[src/rtl/uart_pkg.sv]
// Shared UART types and constants for the transmit-side feed logic.
// Latency: none (types and constants only).
// Backpressure: n/a.
`ifndef WORD_SIZE_p
`define WORD_SIZE_p 8
`endif

package uart_pkg;

  // Default number of words buffered ahead of the transmitter.
  localparam int UART_TX_FIFO_DEPTH = 16;

  // Launch sequencer states for feeding the transmitter.
  typedef enum logic [2:0] {
    IDLE,
    WAIT_RDY,
    LAUNCH,
    WAIT_LOW,
    WAIT_DONE
  } tx_feed_state_t;

endpackage

[src/rtl/uart_sync_fifo.sv]
// Circular synchronous FIFO: storage array, wrapping pointers, occupancy count, registered full/empty.
// Latency: a pushed word is visible on pop_data one cycle after the push edge.
// Backpressure: push ignored while full, pop ignored while empty; count exported only with UART_TX_FIFO_STATUS_EN.
`ifndef WORD_SIZE_p
`define WORD_SIZE_p 8
`endif

module uart_sync_fifo
  import uart_pkg::*;
#(
  parameter int WORD_SIZE = `WORD_SIZE_p,
  parameter int DEPTH     = UART_TX_FIFO_DEPTH
) (
  input  logic                 clk,
  input  logic                 rst,
  input  logic                 push,
  input  logic [WORD_SIZE-1:0] push_data,
  input  logic                 pop,
  output logic [WORD_SIZE-1:0] pop_data,
  output logic                 full,
  output logic                 empty
`ifdef UART_TX_FIFO_STATUS_EN
  ,
  output logic [$clog2(DEPTH):0] level
`endif
);

  localparam int PW = $clog2(DEPTH);
  localparam logic [PW-1:0] PTR_ONE  = 1;
  localparam logic [PW:0]   CNT_ONE  = 1;
  localparam logic [PW:0]   CNT_FULL = (PW+1)'(DEPTH);

  logic [WORD_SIZE-1:0] mem [DEPTH];
  logic [PW-1:0]        wr_ptr;
  logic [PW-1:0]        rd_ptr;
  logic [PW:0]          count;
  logic [PW:0]          count_nxt;
  logic                 do_push;
  logic                 do_pop;

  // Gate against the registered flags so a pop on a full FIFO still blocks that cycle's write.
  assign do_push  = push && !full;
  assign do_pop   = pop && !empty;
  assign pop_data = mem[rd_ptr];

`ifdef UART_TX_FIFO_STATUS_EN
  assign level = count;
`endif

  // Next occupancy: simultaneous push and pop cancel out.
  always_comb begin
    count_nxt = count;
    if (do_push && !do_pop) begin
      count_nxt = count + CNT_ONE;
    end else if (!do_push && do_pop) begin
      count_nxt = count - CNT_ONE;
    end
  end

  // Pointers, count and flags; pointers wrap naturally at DEPTH.
  always_ff @(posedge clk) begin
    if (rst) begin
      wr_ptr <= '0;
      rd_ptr <= '0;
      count  <= '0;
      full   <= 1'b0;
      empty  <= 1'b1;
    end else begin
      if (do_push) wr_ptr <= wr_ptr + PTR_ONE;
      if (do_pop)  rd_ptr <= rd_ptr + PTR_ONE;
      count <= count_nxt;
      full  <= (count_nxt == CNT_FULL);
      empty <= (count_nxt == '0);
    end
  end

  // Storage write; contents need no reset since count gates every read.
  always_ff @(posedge clk) begin
    if (do_push) mem[wr_ptr] <= push_data;
  end

endmodule

[src/rtl/uart_tx_fifo.sv]
// Transmit buffer feeding a UART transmitter via data_send/tx_send_i/tx_avbl_i; UART_TX_FIFO_STATUS_EN adds level/overflow.
// Latency: write to idle block pops at +1, WAIT_RDY at +2, tx_send_i at +3 earliest.
// Backpressure: writes dropped while full; launches wait on tx_avbl_i; data_send held for the whole frame.
`ifndef WORD_SIZE_p
`define WORD_SIZE_p 8
`endif

module uart_tx_fifo
  import uart_pkg::*;
#(
  parameter int WORD_SIZE = `WORD_SIZE_p,
  parameter int DEPTH     = UART_TX_FIFO_DEPTH
) (
  input  logic                 clk,
  input  logic                 rst,
  input  logic [WORD_SIZE-1:0] wr_data,
  input  logic                 wr_en,
  output logic                 full,
  output logic                 empty,
  output logic                 tx_busy,
  output logic [WORD_SIZE-1:0] data_send,
  output logic                 tx_send_i,
  input  logic                 tx_avbl_i
`ifdef UART_TX_FIFO_STATUS_EN
  ,
  output logic [$clog2(DEPTH):0] level,
  output logic                   overflow
`endif
);

  tx_feed_state_t       state;
  tx_feed_state_t       state_nxt;
  logic                 pop;
  logic [WORD_SIZE-1:0] pop_data;

  uart_sync_fifo #(
    .WORD_SIZE (WORD_SIZE),
    .DEPTH     (DEPTH)
  ) u_fifo (
    .clk       (clk),
    .rst       (rst),
    .push      (wr_en),
    .push_data (wr_data),
    .pop       (pop),
    .pop_data  (pop_data),
    .full      (full),
    .empty     (empty)
`ifdef UART_TX_FIFO_STATUS_EN
    ,
    .level     (level)
`endif
  );

  // Launch sequencer state register.
  always_ff @(posedge clk) begin
    if (rst) state <= IDLE;
    else     state <= state_nxt;
  end

  // Next state and handshake outputs; WAIT_LOW masks the pre-launch stale tx_avbl_i high.
  always_comb begin
    state_nxt = state;
    pop       = 1'b0;
    tx_send_i = 1'b0;
    tx_busy   = 1'b1;
    unique case (state)
      IDLE: begin
        tx_busy = 1'b0;
        if (!empty) begin
          pop       = 1'b1;
          state_nxt = WAIT_RDY;
        end
      end
      WAIT_RDY: begin
        if (tx_avbl_i) state_nxt = LAUNCH;
      end
      LAUNCH: begin
        tx_send_i = 1'b1;
        state_nxt = WAIT_LOW;
      end
      WAIT_LOW: begin
        if (!tx_avbl_i) state_nxt = WAIT_DONE;
      end
      WAIT_DONE: begin
        if (tx_avbl_i) begin
          if (!empty) begin
            pop       = 1'b1;
            state_nxt = WAIT_RDY;
          end else begin
            state_nxt = IDLE;
          end
        end
      end
      default: state_nxt = IDLE;
    endcase
  end

  // Holding register: only a pop changes the word presented to the transmitter.
  always_ff @(posedge clk) begin
    if (rst)      data_send <= '0;
    else if (pop) data_send <= pop_data;
  end

`ifdef UART_TX_FIFO_STATUS_EN
  // Sticky record of any write attempted against a full FIFO.
  always_ff @(posedge clk) begin
    if (rst)                overflow <= 1'b0;
    else if (wr_en && full) overflow <= 1'b1;
  end
`endif

endmodule

[config.mk]
export PLATFORM = sky130hd
export DESIGN_NAME = uart_tx_fifo
export DESIGN_NICKNAME = d
export VERILOG_FILES = /design/src/rtl/uart_pkg.sv /design/src/rtl/uart_sync_fifo.sv /design/src/rtl/uart_tx_fifo.sv
export SDC_FILE = /design/constraint.sdc
export NUM_CORES = 1
export LEC_CHECK = 0
export CAP_MARGIN = 20
export CORE_MARGIN = 3
export CORE_UTILIZATION = 60
export CTS_CLUSTER_SIZE = 20
export DETAILED_ROUTE_END_ITERATION = 16
export PLACE_DENSITY_LB_ADDON = 0.2
export SETUP_SLACK_MARGIN = 0.02
export SKIP_LAST_GASP = 1
export SLEW_MARGIN = 20
export SYNTH_ARGS = -nofsm -noshare
export SYNTH_HDL_FRONTEND = slang
export SYNTH_SLANG_ARGS = --single-unit
[constraint.sdc]
create_clock -name clk -period 6.97 [get_ports clk]
set_clock_uncertainty 0.15 [all_clocks]
set_input_delay 2.091 -clock clk [delete_from_list [all_inputs] [get_ports clk]]
set_output_delay 2.091 -clock clk [all_outputs]
set_load 0.1 [all_outputs]
==> impl_metrics.env, run 1 <==
export IMPL_tightest_slew_ns=1.05
export IMPL_period_needed_ns=4.59
export IMPL_synth_distinct_cells=40
export IMPL_hold_viol=0
export IMPL_synth_seq_cells=154
export IMPL_reg2reg_to="u_fifo.mem[2][3]$_DFFE_PP_"
export IMPL_design_area_mm2=0.00704
export IMPL_worstPathCellList="nand2b_1, nor2_1, clkdlybuf4s50_1"
export IMPL_synth_area_mm2=0.00610
export IMPL_die_w_um=107
export IMPL_grt_pass1_wl_um=18400
export IMPL_pwr_share_seq=0.404
export IMPL_start_util=0.621
export IMPL_critical_path_required_ns=4.73
export IMPL_cts_repair_resized=0
export IMPL_fp_dieArea_mm2=0.0114
export IMPL_vias=3189
export IMPL_timing_final_ws_setup_ns=2.38
export IMPL_setup_worst_path_end_class="output pin"
export IMPL_post_synth_top_count_cell="edfxtp_1"
export IMPL_antennaDiodeCount=0
export IMPL_place_ws_ns=1.87
export IMPL_hold_slack_ns=0.344
export IMPL_nets=404
export IMPL_rr_startpoint="u_fifo.full$_SDFF_PP0_"
export IMPL_ant_nets=0
export IMPL_p_comb_frac=0.252
export IMPL_place_inst=498
export IMPL_post_cts_buffers=0
export IMPL_cts_buffers=17
export IMPL_synth_top_flop_cell="edfxtp_1"
export IMPL_swShare=0.307
export IMPL_yosysSeqAreaShare=0.715
export IMPL_yosysWarnings=0
export IMPL_crit_family="buffers and inverters"
export IMPL_hold_class="reg2reg"
export IMPL_cts_num_sinks=154
export IMPL_critPathMaxStageDelay_ns=1.14
export IMPL_yosys_area_top_type="edfxtp_1"
export IMPL_worst_setup_path_endpoint="tx_send_i"
export IMPL_drv_slew=0
export IMPL_cts_tree="built"
export IMPL_layout_cells_non_filler=531
export IMPL_grt_ovfl_total=0
export IMPL_critPathBufInv=1
export IMPL_async_flop_share=0
export IMPL_rsz0062_at_grt="no"
export IMPL_clock_root_buffer="clkbuf_8"
export IMPL_p_per_area_mw_per_mm2=382
export IMPL_rrSetupSlack_ns=4.33
export IMPL_holdBufCountCts=0
export IMPL_critPathArrivalTime_ns=2.35
export IMPL_post_route_period_util=0.658
export IMPL_slowest_stage="clkdlybuf4s50_1"
export IMPL_critPathKind="reg2out"
export IMPL_power_mw=2.69
export IMPL_core_area_mm2=0.00982
export IMPL_num_rows=36
export IMPL_insertion_delay_ns=0.53
export IMPL_leakage_nw=2.29
export IMPL_whs_path_depth=2
export IMPL_die_h_um=107
export IMPL_p_sw_mw=0.826
export IMPL_drc_errors=0
export IMPL_gp_congestion=0.846
export IMPL_final_util=0.717
export IMPL_area_growth_pct=15.5
export IMPL_viasPerCell=6.01
export IMPL_cts_max_level=4
export IMPL_r2r_cells=3
export IMPL_max_freq_mhz=218
export IMPL_tns_ns=0
export IMPL_synth_common_cells="edfxtp_1, nor2_1, mux4_2"
export IMPL_synthCells=360
export IMPL_slew_headroom=0.296
export IMPL_wl_per_cell_um=22.0
export IMPL_crit_fanout=8
export IMPL_intPower_mw=1.87
export IMPL_startpoint="state[1]$_SDFFE_PP0P_"
export IMPL_power_frac_clock=0.344
export IMPL_grt_pass1_vias=3225
export IMPL_path_depth=3
export IMPL_cp_start_kind="flop"
export IMPL_grt_antenna_before_repair=0
export IMPL_synthTopCellsByArea="edfxtp_1, mux4_2, dfxtp_1"
export IMPL_avgSynthCellArea_um2=16.9
export IMPL_port_buffers=23
export IMPL_yosysTopAreaCellShare=0.630
export IMPL_wirelength_um=11700
export IMPL_cap_violations=0
export IMPL_setup_viol=0
export IMPL_status="complete, no violations"
export IMPL_grt_max_degree=36
export IMPL_drt_iter0_markers=321
export IMPL_grt_usage=0.228
export IMPL_clockBufferDepth=2
export IMPL_syn_num_nets=379
export IMPL_pin_count=24
export IMPL_first_pass_iters=5
export IMPL_hpwl_um=7100
export IMPL_placed_area_mm2=0.00642
export IMPL_synth_edf_count=128
export IMPL_irDropWorstVdd_v=0.000248
export IMPL_drive_gt1_frac=0.181
export IMPL_cts_clk_slew_worst_paths_ns=0.06
[placed cells by master (no fill, tap or decap), drive strengths merged, types with 3 or more instances in the layout]
master,instances
dfxtp,26
nor2b,4
or3,4
nor2,36
a21oi,23
clkbuf,17
xor2,6
a22oi,17
buf,3
clkinv,5
edfxtp,128
nand2,14
ha,7
nor3,7
clkdlybuf4s50,23
xnor2,4
inv,9
nand2b,6
bufinv,3
mux4,32
[final cells by class]
type | instances | area, um2
clock inverter | 15 | 190
fill | 623 | 2780
timing repair buffer | 26 | 250
inverter | 4 | 15.0
clock buffer | 17 | 414
tap | 133 | 166
multi-input combinational | 182 | 1640
sequential | 154 | 4370
[worst min path at each step]
stage,from,end
final,data_send[5]$_SDFFE_PP0N_,data_send[5]$_SDFFE_PP0N_
after global routing,u_fifo.empty$_SDFF_PP1_,state[0]$_SDFFE_PP0P_
after CTS,u_fifo.empty$_SDFF_PP1_,state[0]$_SDFFE_PP0P_
after detailed placement,u_fifo.empty$_SDFF_PP1_,state[0]$_SDFFE_PP0P_
after global placement,data_send[4]$_SDFFE_PP0N_,data_send[4]$_SDFFE_PP0N_
after floorplan,u_fifo.wr_ptr[1]$_SDFFE_PP0P_,u_fifo.wr_ptr[1]$_SDFFE_PP0P_
[power by group through the flow]
| stage | clock network [mW] | registers [mW] | logic [mW] |
|---|---|---|---|
| finish | 0.926 | 1.09 | 0.678 |
| detailed placement | 0 | 1.11 | 0.676 |
| floorplan | 0 | 1.23 | 0.413 |
| global route | 0.981 | 1.10 | 0.728 |
| CTS | 0.938 | 1.09 | 0.682 |
| global placement | 0 | 1.11 | 0.667 |
[flip-flops by register name (all words and copies together) (netlist names)]
signal / flops
u_fifo.empty: 1
data_send: 8
u_fifo.rd_ptr: 4
u_fifo.full: 1
state: 3
u_fifo.mem: 128
u_fifo.wr_ptr: 4
u_fifo.count: 5
[metal layers]
metal / routed length, um / global-route usage / up-vias
met2: 5850 / 0.351 / 94
met3: 590 / 0.0680 / 16
met1: 5080 / 0.314 / 1612
li1: - / - / 1467
met4: 174 / 0.0831 / 0
met5: 0 / 0 / -
[logic make-up after synthesis]
group           share of synthesized area
mux                                 0.118
fa+ha+maj                          0.0144
xor+xnor                           0.0144
buf+inv                            0.0170
simple gates                       0.0671
compound gates                     0.0537
flops                               0.715
[tightest hold or removal path, cell delays in order (launching register included)]
cell	delay, ns
dfxtp_1	0.33
a21oi_1	0.06
nor2_1	0.07
Note: power is estimated with default switching activity, not from simulation.
==> run 2: changes to the inputs <==
- CORE_UTILIZATION: 60 -> 54
- clock period: 6.97 -> 3.9 ns (I/O delays scaled with it)
==> impl_metrics.env, run 2 (synthesis results as in run 1) <==
export IMPL_status="complete, no violations"
export IMPL_regMostFlops="u_fifo.mem"
export IMPL_critical_path_required_ns=3.89
export IMPL_first_pass_iters=4
export IMPL_setup_worst_path_end_class="flop"
export IMPL_gp_congestion=0.746
export IMPL_port_buffers=23
export IMPL_rrSetupSlack_ns=1.37
export IMPL_slew_headroom=0.365
export IMPL_grt_pass1_vias=3213
export IMPL_crit_fanout=6
export IMPL_final_common_cell="edfxtp_1"
export IMPL_layout_cells_non_filler=558
export IMPL_rr_startpoint="u_fifo.rd_ptr[0]$_SDFFE_PP0P_"
export IMPL_grt_usage=0.198
export IMPL_start_util=0.558
export IMPL_setup_viol=0
export IMPL_rsz0062_at_grt="no"
export IMPL_cts_repair_resized=0
export IMPL_mostFrequentLayoutCells="edfxtp_1, nor2_1, buf_4"
export IMPL_reg_top3="u_fifo.mem x128, data_send x8, u_fifo.count x5"
export IMPL_leakage_nw=2.42
export IMPL_cts_num_sinks=154
export IMPL_regArea_mm2=0.00437
export IMPL_drive_gt1_frac=0.246
export IMPL_insertion_delay_ns=0.43
export IMPL_pin_count=24
export IMPL_ant_nets=0
export IMPL_cp_start_kind="input pin"
export IMPL_p_per_area_mw_per_mm2=678
export IMPL_viasPerCell=5.81
export IMPL_multiInputGateArea_mm2=0.00163
export IMPL_grt_pass1_wl_um=18200
export IMPL_drc_errors=0
export IMPL_hold_end="data_send[3]$_SDFFE_PP0N_"
export IMPL_place_inst=526
export IMPL_r2r_cells=6
export IMPL_die_w_um=112
export IMPL_irDropWorstVdd_v=0.000499
export IMPL_startpoint="wr_en"
export IMPL_vias=3241
export IMPL_nets=424
export IMPL_period_needed_ns=2.87
export IMPL_antennaDiodeCount=0
export IMPL_critPathArrivalTime_ns=2.86
export IMPL_clock_root_buffer="clkbuf_16"
export IMPL_whs_path_depth=2
export IMPL_min_delay_start="data_send[3]$_SDFFE_PP0N_"
export IMPL_post_route_period_util=0.736
export IMPL_grt_antenna_before_repair=0
export IMPL_cts_buffers=17
export IMPL_area_growth_pct=17.7
export IMPL_max_freq_mhz=348
export IMPL_cap_violations=0
export IMPL_hpwl_um=7500
export IMPL_tns_ns=0
export IMPL_grt_max_degree=25
export IMPL_critPathKind="in2reg"
export IMPL_largest_reg_flops=128
export IMPL_cts_tree="built"
export IMPL_tightest_slew_ns=0.951
export IMPL_clockBufferDepth=2
export IMPL_num_rows=38
export IMPL_cts_max_level=4
export IMPL_die_h_um=112
export IMPL_cts_clk_slew_worst_paths_ns=0.06
export IMPL_holdBufCountCts=0
export IMPL_hold_viol=0
export IMPL_post_cts_buffers=0
export IMPL_wirelength_um=11700
export IMPL_core_area_mm2=0.0109
export IMPL_drv_slew=0
export IMPL_fp_dieArea_mm2=0.0126
export IMPL_fillers=755
export IMPL_hold_class="reg2reg"
export IMPL_final_util=0.657
export IMPL_grt_ovfl_total=0
export IMPL_wl_per_cell_um=21.0
export IMPL_reg2reg_to="data_send[4]$_SDFFE_PP0N_"
export IMPL_drt_iter0_markers=288
-- run 2: worst max-delay path by stage --
stage,depth (start not counted),slack [ns],to
final,5,1.03,u_fifo.mem[3][4]$_DFFE_PP_
after global routing,5,0.88,u_fifo.mem[3][0]$_DFFE_PP_
after CTS,5,1.04,u_fifo.mem[3][5]$_DFFE_PP_
after detailed placement,5,0.60,u_fifo.mem[3][4]$_DFFE_PP_
after global placement,5,0.67,u_fifo.mem[3][4]$_DFFE_PP_
after floorplan,2,0.82,tx_send_i
-- run 2: through the flow --
| stage | power (mW) | area, um2 | hold WS [ns] | worst slack [ns] |
|---|---|---|---|---|
| 6_report | 4.87 | 7180 | 0.341 | 1.03 |
| 3_3_place_gp | 3.19 | 6560 | 0.316 | 0.667 |
| 5_1_grt | 5.07 | 7180 | 0.363 | 0.883 |
| 4_1_cts | 4.91 | 7180 | 0.347 | 1.04 |
| 3_5_place_dp | 3.21 | 6560 | 0.332 | 0.599 |
| 2_1_floorplan | 2.93 | 6100 | 0.332 | 0.823 |
-- run 2: layout make-up --
cell class / instances / share of cell area
Inverter: 4 / 0.00209
Sequential cell: 154 / 0.608
Timing Repair Buffer: 46 / 0.0519
Multi-Input combinational cell: 182 / 0.227
Tap cell: 140 / 0.0244
Clock buffer: 20 / 0.0636
Clock inverter: 12 / 0.0227
-- run 2: power by group --
group          total [mW]  internal (mW)  switching (mW)
logic                1.14          0.479           0.661
clock network        1.70           1.05           0.650
registers            2.03           1.88           0.155
-- run 2: worst max-delay path: stages --
cell             delay, ns
clkdlybuf4s50_1       0.47
nor2b_1               0.39
nand2_1               0.23
nor3_1                0.36
buf_4                 0.24
-- run 2: metal layers --
layer  track usage  part of all wire  vias to the layer above
met4        0.0697             0.014                        0
met1         0.258              0.44                     1632
li1              -                 -                     1510
met3        0.0668             0.045                       20
met2         0.314              0.50                       79
met5             0                 0                        -
